[src/rtl/sequential_arithmetic_unit_pkg.sv]
// Shared types for the execute-stage arithmetic unit: operation encoding,
// controller states and small operation-class helpers.
package common;

    localparam int REGISTER_WIDTH = 32;

    typedef enum logic [4:0] {
        ADD, SUB, SLL, SLT, SLTU, XOR, SRL, SRA, OR, AND,
        MUL, MULH, MULHSU, MULHU, DIV, DIVU, REM, REMU
    } alu_op_t;

    // State literals carry a prefix because MUL/DIV already name operations.
    typedef enum logic [1:0] {
        ST_IDLE, ST_MUL, ST_DIV, ST_DONE
    } sau_state_t;

    function automatic logic is_mul_op(input alu_op_t op);
        return op inside {MUL, MULH, MULHSU, MULHU};
    endfunction

    function automatic logic is_div_op(input alu_op_t op);
        return op inside {DIV, DIVU, REM, REMU};
    endfunction

    function automatic logic is_rem_op(input alu_op_t op);
        return op inside {REM, REMU};
    endfunction

    // Operand A is treated as signed for MULH, MULHSU, DIV and REM.
    function automatic logic a_is_signed(input alu_op_t op);
        return op inside {MULH, MULHSU, DIV, REM};
    endfunction

    // Operand B is treated as signed for MULH, DIV and REM.
    function automatic logic b_is_signed(input alu_op_t op);
        return op inside {MULH, DIV, REM};
    endfunction

endpackage

[src/rtl/sequential_arithmetic_unit_divider.sv]
// Restoring unsigned divider, one quotient bit per cycle. Operands are
// latched on start; done is high during the final iteration, with
// quotient/remainder showing the values that iteration produces.
module iterative_divider
    import common::*;
#(
    parameter int WIDTH = REGISTER_WIDTH
) (
    input  logic             clk,
    input  logic             reset,
    input  logic             abort,
    input  logic             start,
    input  logic [WIDTH-1:0] dividend,
    input  logic [WIDTH-1:0] divisor,
    output logic             done,
    output logic [WIDTH-1:0] quotient,
    output logic [WIDTH-1:0] remainder
);

    localparam int CW = $clog2(WIDTH) + 1;
    localparam logic [CW-1:0] ITER_START = CW'(WIDTH);
    localparam logic [CW-1:0] ONE        = CW'(1);

    logic             active;
    logic [CW-1:0]    count;
    logic [WIDTH-1:0] rem_q;
    logic [WIDTH-1:0] quo_q;
    logic [WIDTH-1:0] divisor_q;

    logic [WIDTH:0]   shifted;
    logic [WIDTH:0]   diff;
    logic             take;
    logic [WIDTH-1:0] rem_next;
    logic [WIDTH-1:0] quo_next;

    // One restoring step: shift in the next dividend bit, subtract if it fits.
    always_comb begin
        shifted  = {rem_q, quo_q[WIDTH-1]};
        diff     = shifted - {1'b0, divisor_q};
        take     = ~diff[WIDTH];
        rem_next = take ? diff[WIDTH-1:0] : shifted[WIDTH-1:0];
        quo_next = {quo_q[WIDTH-2:0], take};
    end

    assign done      = active && (count == ONE);
    assign quotient  = quo_next;
    assign remainder = rem_next;

    // Iteration registers; the dividend is shifted out of the quotient register.
    always_ff @(posedge clk) begin
        if (reset) begin
            active    <= 1'b0;
            count     <= '0;
            rem_q     <= '0;
            quo_q     <= '0;
            divisor_q <= '0;
        end else if (abort) begin
            active <= 1'b0;
        end else if (start) begin
            active    <= 1'b1;
            count     <= ITER_START;
            rem_q     <= '0;
            quo_q     <= dividend;
            divisor_q <= divisor;
        end else if (active) begin
            rem_q <= rem_next;
            quo_q <= quo_next;
            count <= count - ONE;
            if (count == ONE) begin
                active <= 1'b0;
            end
        end
    end

endmodule

[src/rtl/sequential_arithmetic_unit.sv]
// Execute-stage arithmetic unit: single-cycle RV32I base ops plus iterative
// M-extension multiply/divide behind valid/ready handshakes.
module sequential_arithmetic_unit
    import common::*;
#(
    parameter int WIDTH = REGISTER_WIDTH
) (
    input  logic             clk,
    input  logic             reset,
    input  logic             flush,
    input  logic             in_valid,
    output logic             in_ready,
    input  alu_op_t          op,
    input  logic [WIDTH-1:0] operand_a,
    input  logic [WIDTH-1:0] operand_b,
    output logic             out_valid,
    input  logic             out_ready,
    output logic [WIDTH-1:0] result,
    output logic             busy
);

    localparam int SHW = $clog2(WIDTH);
    localparam int CW  = SHW + 1;
    localparam logic [CW-1:0]    ITER_START = CW'(WIDTH);
    localparam logic [CW-1:0]    ONE        = CW'(1);
    localparam logic [WIDTH-1:0] MOST_NEG   = {1'b1, {(WIDTH-1){1'b0}}};

    sau_state_t state;
    sau_state_t next_state;
    sau_state_t dispatch_state;

    logic             accept;
    logic [SHW-1:0]   shamt;
    logic [WIDTH-1:0] base_result;
    logic [WIDTH-1:0] special_result;
    logic [WIDTH-1:0] accept_result;
    logic             div_by_zero;
    logic             overflow;
    logic             a_neg;
    logic             b_neg;
    logic [WIDTH-1:0] a_mag;
    logic [WIDTH-1:0] b_mag;

    logic [WIDTH-1:0]   mul_a;
    logic [2*WIDTH-1:0] product;
    logic [CW-1:0]      iter_cnt;
    logic               neg_q;
    logic               rem_neg_q;
    logic               high_q;
    logic               rem_sel_q;
    logic [WIDTH-1:0]   result_q;

    logic [WIDTH:0]     mul_sum;
    logic [2*WIDTH-1:0] product_step;
    logic [2*WIDTH-1:0] product_final;
    logic [WIDTH-1:0]   mul_result;

    logic             div_start;
    logic             div_done;
    logic [WIDTH-1:0] div_quotient;
    logic [WIDTH-1:0] div_remainder;
    logic [WIDTH-1:0] div_result;

    assign accept = in_valid && in_ready;
    assign shamt  = operand_b[SHW-1:0];

    // Single-cycle base ALU on the raw operands.
    always_comb begin
        base_result = '0;
        case (op)
            ADD:     base_result = operand_a + operand_b;
            SUB:     base_result = operand_a - operand_b;
            SLL:     base_result = operand_a << shamt;
            SLT:     base_result = WIDTH'($signed(operand_a) < $signed(operand_b));
            SLTU:    base_result = WIDTH'(operand_a < operand_b);
            XOR:     base_result = operand_a ^ operand_b;
            SRL:     base_result = operand_a >> shamt;
            SRA:     base_result = $unsigned($signed(operand_a) >>> shamt);
            OR:      base_result = operand_a | operand_b;
            AND:     base_result = operand_a & operand_b;
            default: base_result = '0;
        endcase
    end

    // Sign stripping and the divide special cases resolved at accept.
    always_comb begin
        a_neg       = a_is_signed(op) && operand_a[WIDTH-1];
        b_neg       = b_is_signed(op) && operand_b[WIDTH-1];
        a_mag       = a_neg ? -operand_a : operand_a;
        b_mag       = b_neg ? -operand_b : operand_b;
        div_by_zero = (operand_b == '0);
        overflow    = (op == DIV || op == REM) && (operand_a == MOST_NEG) && (operand_b == '1);
        if (is_rem_op(op)) begin
            special_result = div_by_zero ? operand_a : '0;
        end else begin
            special_result = div_by_zero ? '1 : MOST_NEG;
        end
        accept_result = is_div_op(op) ? special_result : base_result;
        if (is_mul_op(op)) begin
            dispatch_state = ST_MUL;
        end else if (is_div_op(op) && !div_by_zero && !overflow) begin
            dispatch_state = ST_DIV;
        end else begin
            dispatch_state = ST_DONE;
        end
    end

    // One shift-add multiply step plus sign fix-up of the finished product.
    always_comb begin
        mul_sum       = {1'b0, product[2*WIDTH-1:WIDTH]} + {1'b0, (product[0] ? mul_a : {WIDTH{1'b0}})};
        product_step  = {mul_sum, product[WIDTH-1:1]};
        product_final = neg_q ? -product_step : product_step;
        mul_result    = high_q ? product_final[2*WIDTH-1:WIDTH] : product_final[WIDTH-1:0];
    end

    // Restore signs of the unsigned divider outputs.
    always_comb begin
        if (rem_sel_q) begin
            div_result = rem_neg_q ? -div_remainder : div_remainder;
        end else begin
            div_result = neg_q ? -div_quotient : div_quotient;
        end
    end

    assign div_start = accept && (dispatch_state == ST_DIV);

    iterative_divider #(
        .WIDTH (WIDTH)
    ) u_divider (
        .clk       (clk),
        .reset     (reset),
        .abort     (flush),
        .start     (div_start),
        .dividend  (a_mag),
        .divisor   (b_mag),
        .done      (div_done),
        .quotient  (div_quotient),
        .remainder (div_remainder)
    );

    // Controller state register; flush and reset both return to idle.
    always_ff @(posedge clk) begin
        if (reset || flush) begin
            state <= ST_IDLE;
        end else begin
            state <= next_state;
        end
    end

    // Next-state logic; DONE with out_ready behaves like IDLE for a new op.
    always_comb begin
        next_state = state;
        case (state)
            ST_IDLE: if (accept) next_state = dispatch_state;
            ST_MUL:  if (iter_cnt == ONE) next_state = ST_DONE;
            ST_DIV:  if (div_done) next_state = ST_DONE;
            ST_DONE: begin
                if (out_ready) begin
                    next_state = accept ? dispatch_state : ST_IDLE;
                end
            end
            default: next_state = ST_IDLE;
        endcase
    end

    // Handshake outputs decoded from the state.
    always_comb begin
        in_ready  = 1'b0;
        out_valid = 1'b0;
        busy      = 1'b0;
        case (state)
            ST_IDLE: in_ready = !flush && !reset;
            ST_MUL:  busy = 1'b1;
            ST_DIV:  busy = 1'b1;
            ST_DONE: begin
                out_valid = 1'b1;
                in_ready  = out_ready && !flush && !reset;
            end
            default: in_ready = 1'b0;
        endcase
    end

    assign result = result_q;

    // Operand capture, multiply iteration and the registered result.
    always_ff @(posedge clk) begin
        if (reset) begin
            mul_a     <= '0;
            product   <= '0;
            iter_cnt  <= '0;
            neg_q     <= 1'b0;
            rem_neg_q <= 1'b0;
            high_q    <= 1'b0;
            rem_sel_q <= 1'b0;
            result_q  <= '0;
        end else if (!flush) begin
            if (accept) begin
                mul_a     <= a_mag;
                product   <= {{WIDTH{1'b0}}, b_mag};
                iter_cnt  <= ITER_START;
                neg_q     <= a_neg ^ b_neg;
                rem_neg_q <= a_neg;
                high_q    <= (op != MUL);
                rem_sel_q <= is_rem_op(op);
                if (dispatch_state == ST_DONE) begin
                    result_q <= accept_result;
                end
            end else if (state == ST_MUL) begin
                product  <= product_step;
                iter_cnt <= iter_cnt - ONE;
                if (iter_cnt == ONE) begin
                    result_q <= mul_result;
                end
            end else if (state == ST_DIV && div_done) begin
                result_q <= div_result;
            end
        end
    end

endmodule

[config.mk]
export PLATFORM = sky130hd
export DESIGN_NAME = sequential_arithmetic_unit
export DESIGN_NICKNAME = d
export VERILOG_FILES = /design/src/rtl/sequential_arithmetic_unit_pkg.sv /design/src/rtl/sequential_arithmetic_unit_divider.sv /design/src/rtl/sequential_arithmetic_unit.sv
export SDC_FILE = /design/constraint.sdc
export NUM_CORES = 2
export LEC_CHECK = 0
export CORE_ASPECT_RATIO = 0.8
export CORE_MARGIN = 2
export CORE_UTILIZATION = 46
export CTS_CLUSTER_DIAMETER = 200
export DETAILED_ROUTE_END_ITERATION = 8
export GPL_TIMING_DRIVEN = 0
export PLACE_DENSITY = 0.59
export SYNTH_ARGS = -nofsm -noshare
export SYNTH_HDL_FRONTEND = slang
export SYNTH_HIERARCHICAL = 1
export SYNTH_SLANG_ARGS = --single-unit
[constraint.sdc]
create_clock -name clk -period 11.85 [get_ports clk]
set_clock_uncertainty 0.2 [all_clocks]
set_input_delay 2.37 -clock clk [delete_from_list [all_inputs] [get_ports clk]]
set_output_delay 2.37 -clock clk [all_outputs]
set_load 0.05 [all_outputs]
Yosys cells after proc, flatten, opt, wreduce, memory -nomap -nowiden --
Cells that the tools add are included.
Storage, ports and cells: register bits after elaboration 243, output and inout port bits 35, logic and storage cells 150, input bits 74
Cells by class: bitwise operators 6, muxes and demuxes 43, order comparisons 2, reductions and logical operators 38, shifts and indexed selects 3, add/subtract/negate cells 11, eq/ne operators 33
Operator list (count):
- two-way mux 32 bit | 20
- case mux 32 bit (10 select lines) | 1
- two-way mux 64 bit | 3
- negator 32 bit | 4
- equality test 32 bit, second input constant | 2
- < comparator 32 bit | 2
- negator 64 bit | 1
- equality test 5 x 4 -> 1 bit, second input constant | 8
- adder 32 x 32 -> 33 bit | 1
- subtractor 33 x 32 -> 33 bit | 1
- adder 32 bit | 1
- AND 32 bit | 1
- logical NOT 32 bit | 1
- bitwise OR 32 bit | 1
- << shifter 32 x 5 -> 32 bit | 1
- >> shifter 32 x 5 -> 32 bit | 1
- >>> shifter 32 x 5 -> 32 bit | 1
- subtractor 32 bit | 1
- bitwise XOR 32 bit | 1
- two-way mux 31 bit | 1
- two-way mux 6 bit | 4
- equality test 5 x 3 -> 1 bit, second input constant | 4
- logical AND 1 bit | 13
- equality test 6 x 1 -> 1 bit, second input constant | 2
- other kinds (26) | 60

Depth between registers and ports, before layout --
depth after elaboration 12, gate-level depth with buffers 26, mapped depth without buffers 25

By module --
Netlist, hierarchy kept.
By module, submodules not included:
- sequential_arithmetic_unit | area each 21404.3 um^2, times used 1, cells each 3026
- iterative_divider | area each 6406.1 um^2, times used 1, cells each 759

Least setup slack after synthesis --
Ideal clock, no wire load.
path kind input-to-reg, from input port flush, to register u_divider.quo_q[10], slack 4378 ps, library setup time 86 ps, data arrival time 7186 ps, cell stages on the path 15, cells stage by stage clkbuf_1 > nor4_1 > and2_0 > clkbuf_1 > clkbuf_1 > buf_1 > clkbuf_1 > and2_1 > clkbuf_1 > nor2_1 > nor2_1 > clkbuf_1 > clkbuf_1 > nor2_1 > a211oi_1
On the way: cells in the longest elaborated chain, start to end 8, elaborated cells between the ends (all ways) 11
Ends and longest elaborated chain:
- from (decl) | line sequential_arithmetic_unit.sv:10 | input logic flush,
- logical NOT 1 bit (*)
- logical AND 1 bit (2 in a row) | line sequential_arithmetic_unit.sv:177 | in_ready = out_ready && !flush && !reset;
- case mux 1 bit (2 select lines) (*) | line sequential_arithmetic_unit.sv:171 | case (state)
- named net in_ready | line sequential_arithmetic_unit.sv:12 | output logic in_ready,
- logical AND 1 bit (*) | line sequential_arithmetic_unit.sv:64 | assign accept = in_valid && in_ready;
- logical AND 1 bit (*) | line sequential_arithmetic_unit.sv:125 | assign div_start = accept && (dispatch_state == ST_DIV);
- named net div_start | line sequential_arithmetic_unit.sv:58 | logic div_start;
- nonzero test 2 bit (no source line)
- AND reduction 2 bit (no source line)
- to (signal assigned) | line sequential_arithmetic_unit_divider.sv:63 | quo_q <= dividend;
- to (signal assigned) | line sequential_arithmetic_unit_divider.sv:67 | quo_q <= quo_next;
- to (decl) | line sequential_arithmetic_unit_divider.sv:27 | logic [WIDTH-1:0] quo_q;
The timed path passes the listed nets; every way through them passes the cells marked *. A chain may end at the register's enable or synchronous reset.

Worst setup path in the final report --
from input port flush, to register u_divider.quo_q[29]
On the way: cells in the longest elaborated chain, start to end 8, elaborated cells between the ends (all ways) 11
Ends and longest elaborated chain (line):
- logical NOT 1 bit (*)
- logical AND 1 bit (2 in a row) | sequential_arithmetic_unit.sv:177
- case mux 1 bit (2 select lines) (*) | sequential_arithmetic_unit.sv:171
- logical AND 1 bit (*) | sequential_arithmetic_unit.sv:64
- logical AND 1 bit (*) | sequential_arithmetic_unit.sv:125
- named net div_start | sequential_arithmetic_unit.sv:58
- nonzero test 2 bit (no source line)
- AND reduction 2 bit (no source line)
Marked as above.

==> impl_metrics.py <==
metrics = {
    "critical_path": {
        "endpoint_kind": "flip-flop",
        "critPathLaunchType": "input port",
        "rrSetupSlack_ps": 3970,
        "timing.rr.end": "u_divider/quo_q[29]",
        "cp.required_ps": 12110,
        "path_class": "in2reg",
        "regToRegStartpoint": "state[0]",
        "cp.arrival_ps": 10240,
        "reg2reg_depth": 16,
        "cp_max_fo": 10,
    },
    "drt": {
        "wl_mm": 151.8,
        "viasPerCell": 7.048,
        "drc": 0,
        "ant_nets": 0,
        "dr.pass1.iters": 7,
        "wl_per_cell_um": 32.19,
        "top_layer": "met5",
        "wl_met3_mm": 27.06,
        "wl_met1_mm": 62.36,
        "met2WireLength_mm": 54.50,
        "drt_iter0_markers": 6269,
        "vias": 33240,
    },
    "synthesis": {
        "synth_cell_types": 105,
        "synth_warnings": 6,
        "synth_area_per_cell_um2": 7.348,
        "synthesis.instances": 3785,
        "yosysSeqAreaShare_pct": 17.49,
        "synth_nets": 4038,
        "syn_area_um2": 27810,
        "ys_async_sr_fraction_pct": 0,
        "synth_edf_count": 0,
        "ys_ff_latch": 243,
        "synth_ff_type": "dfxtp_1",
    },
    "sta": {
        "min_period_ps": 9986,
        "rsz0062_at_grt": "false",
        "slew_violations": 1,
        "max_freq_mhz": 100.1,
        "whs_ps": 253.6,
        "hold_violations": 0,
        "worst_pin_slew_ps": 1500,
        "fin_tns_setup_ps": 0,
        "setup_violations": 0,
        "finalCritPeriodShare_pct": 84.27,
        "slew_headroom_pct": -1.250,
    },
    "cells_and_area": {
        "area_growth_pct": 10.31,
        "fin_cells": 4716,
        "num-nets-final": 4172,
        "mostFrequentLayoutCell": "nor2_1",
        "drive_above_1_share_pct": 5.643,
        "layout_common_cells": "384 x nor2_1, 379 x nand2_1, 278 x a21oi_1, 256 x clkbuf_1, 251 x o21ai_0",
    },
    "power_and_ir_drop": {
        "ir_drop_mv": 0.09651,
        "power.density_nw_per_um2": 85.15,
        "leakagePower_nw": 11.60,
        "p_total_mw": 2.612,
    },
    "clock_network": {
        "cts_resized": 0,
        "cts.sinks": 243,
        "root_buffer": "clkbuf_16",
        "cts_setup_buffers": 0,
        "clk_pin_slew_ps": 70,
        "cts_tree": "yes",
        "cts-buffers-inserted": 24,
        "h-tree-depth": 1,
        "hold_buffers": 0,
        "clock_path_buffers": 3,
        "clk_latency_ps": 560,
    },
    "die": {
        "fp.dieArea_um2": 62450,
        "start_util_pct": 46.62,
        "dieWidth_um": 278.9,
        "coreArea_um2": 59660,
        "rows": 80,
        "io_pins": 109,
        "fp.dieH_um": 223.9,
    },
    "outcome": {
        "violations": "max-capacitance violations, max-slew violations",
        "status": "complete, but fails checks",
    },
    "hold_path": {
        "hold_path.class": "reg2reg",
        "worstHoldEndpoint": "result[19]",
        "hp-start": "result[19]",
        "holdPathStages": 2,
    },
    "placement": {
        "hpwl_mm": 121.7,
        "post-place-cells": 4672,
        "portBuffers": 107,
        "gp_congestion": 1.144,
    },
    "global_routing": {
        "grt_max_degree": 15,
        "grt_pass1_vias": 29125,
        "overflow": 0,
        "grt_pass1_wl_mm": 212.7,
        "antenna_found_initial": 12,
        "grtUsageTotal_pct": 46.85,
    },
    "job": {
        "max_cap_violations": 1,
    },
}
## registers in the layout (all words and copies together), names as in the netlist
register	count
u_divider/count	6
u_divider/quo_q	32
state	2
u_divider/rem_q	32
product	64
iter_cnt	6
rem_neg_q	1
mul_a	32
u_divider/divisor_q	32
u_divider/active	1
neg_q	1
result	32
rem_sel_q	1
high_q	1
## cell usage after synthesis, types with 18 or more instances
cell,number,share of area [%]
nand3b_1,47,1.3
clkbuf_1,254,3.4
buf_4,32,0.86
or3_1,43,0.97
a31oi_1,34,0.76
o21ai_0,251,4.5
nor4_1,28,0.63
nand2b_1,46,1.0
a21oi_1,278,5.0
a22o_1,36,1.1
a22oi_1,54,1.5
a221oi_1,36,1.1
dfxtp_1,243,17
a222oi_1,21,0.76
a21o_1,43,1.2
xnor2_1,136,4.3
o41ai_1,31,0.98
and2_1,47,1.1
mux2_4,20,1.1
nor3_1,89,1.6
or4_1,36,0.97
mux2i_1,73,2.6
nor2_1,384,5.2
o31ai_1,54,1.5
and3_1,27,0.61
xor2_1,73,2.3
ha_1,175,7.9
o21a_1,19,0.51
o221ai_1,18,0.57
nand3_1,65,1.2
o211ai_1,41,1.1
mux4_2,55,4.5
inv_1,165,2.2
nand2_1,379,5.1
buf_1,23,0.31
nand4_1,30,0.67
a221o_1,20,0.72
a211oi_1,89,2.4
a211o_1,21,0.66
## area by class of cell
class / instances / area (um^2)
multi-input combinational: 3053 / 20970
sequential: 243 / 4865
tap: 779 / 974.7
timing repair buffer: 108 / 1076
clock buffer: 33 / 715.7
buffer: 320 / 1354
antenna: 3 / 7.507
clock inverter: 8 / 80.08
inverter: 169 / 634.4
fill: 6083 / 28980
## per-stage QoR
step	utilization (%)	worst slack (ps)	cell area, um^2
3_5_place_dp	50.07	2003	29870
6_report	51.42	1864	30680
3_3_place_gp	50.05	1874	29860
4_1_cts	51.40	2536	30660
2_1_floorplan	-	4378	27810
5_1_grt	51.41	1985	30670
## report_power, final
| group | internal [mW] | total, mW | leakage (nW) | switching, mW |
|---|---|---|---|---|
| Clock | 0.444 | 0.805 | 0.384 | 0.361 |
| Combinational | 0.287 | 0.948 | 9.25 | 0.661 |
| Sequential | 0.836 | 0.859 | 1.97 | 0.0226 |
## routing by layer
| metal | vias to the layer above | track usage (%) |
|---|---|---|
| met5 | - | 0 |
| met2 | 2802 | 59.13 |
| met4 | 12 | 18.44 |
| met3 | 459 | 22.25 |
| li1 | 14195 | - |
| met1 | 15772 | 66.71 |
## logic make-up after synthesis
family | Yosys count | share of synthesized area, %
AND/OR/NAND/NOR | 1305 | 22.66
multiplexers | 168 | 9.012
AO/OA/AOI/OAI | 1192 | 28.94
XOR/XNOR | 209 | 6.582
adder cells (fa/ha/maj) | 179 | 8.161
buffers and inverters | 489 | 7.149
flip-flops | 243 | 17.49
## worst max-delay path by stage
stage,start,to,slack [ps]
final,flush,u_divider/quo_q[29],1860
after floorplan,flush,u_divider/quo_q[10],4380
after global routing,operand_b[2],result[27],1990
after CTS,operand_b[2],result[0],2540
after global placement,operand_b[2],result[0],1870
after detailed placement,operand_b[2],result[0],2000
## critical path: stages
cell and delay (ps):
clkdlybuf4s50_1 560, clkbuf_1 480, nor4_1 1040, and2_0 560, clkbuf_1 670, clkbuf_1 800
buf_1 510, clkbuf_1 510, and2_1 210, clkbuf_1 620, nor2_1 140, nor2_1 300
clkbuf_1 640, buf_1 470, nor2_1 80, a211oi_1 260
(Power assumes the default switching activity.)
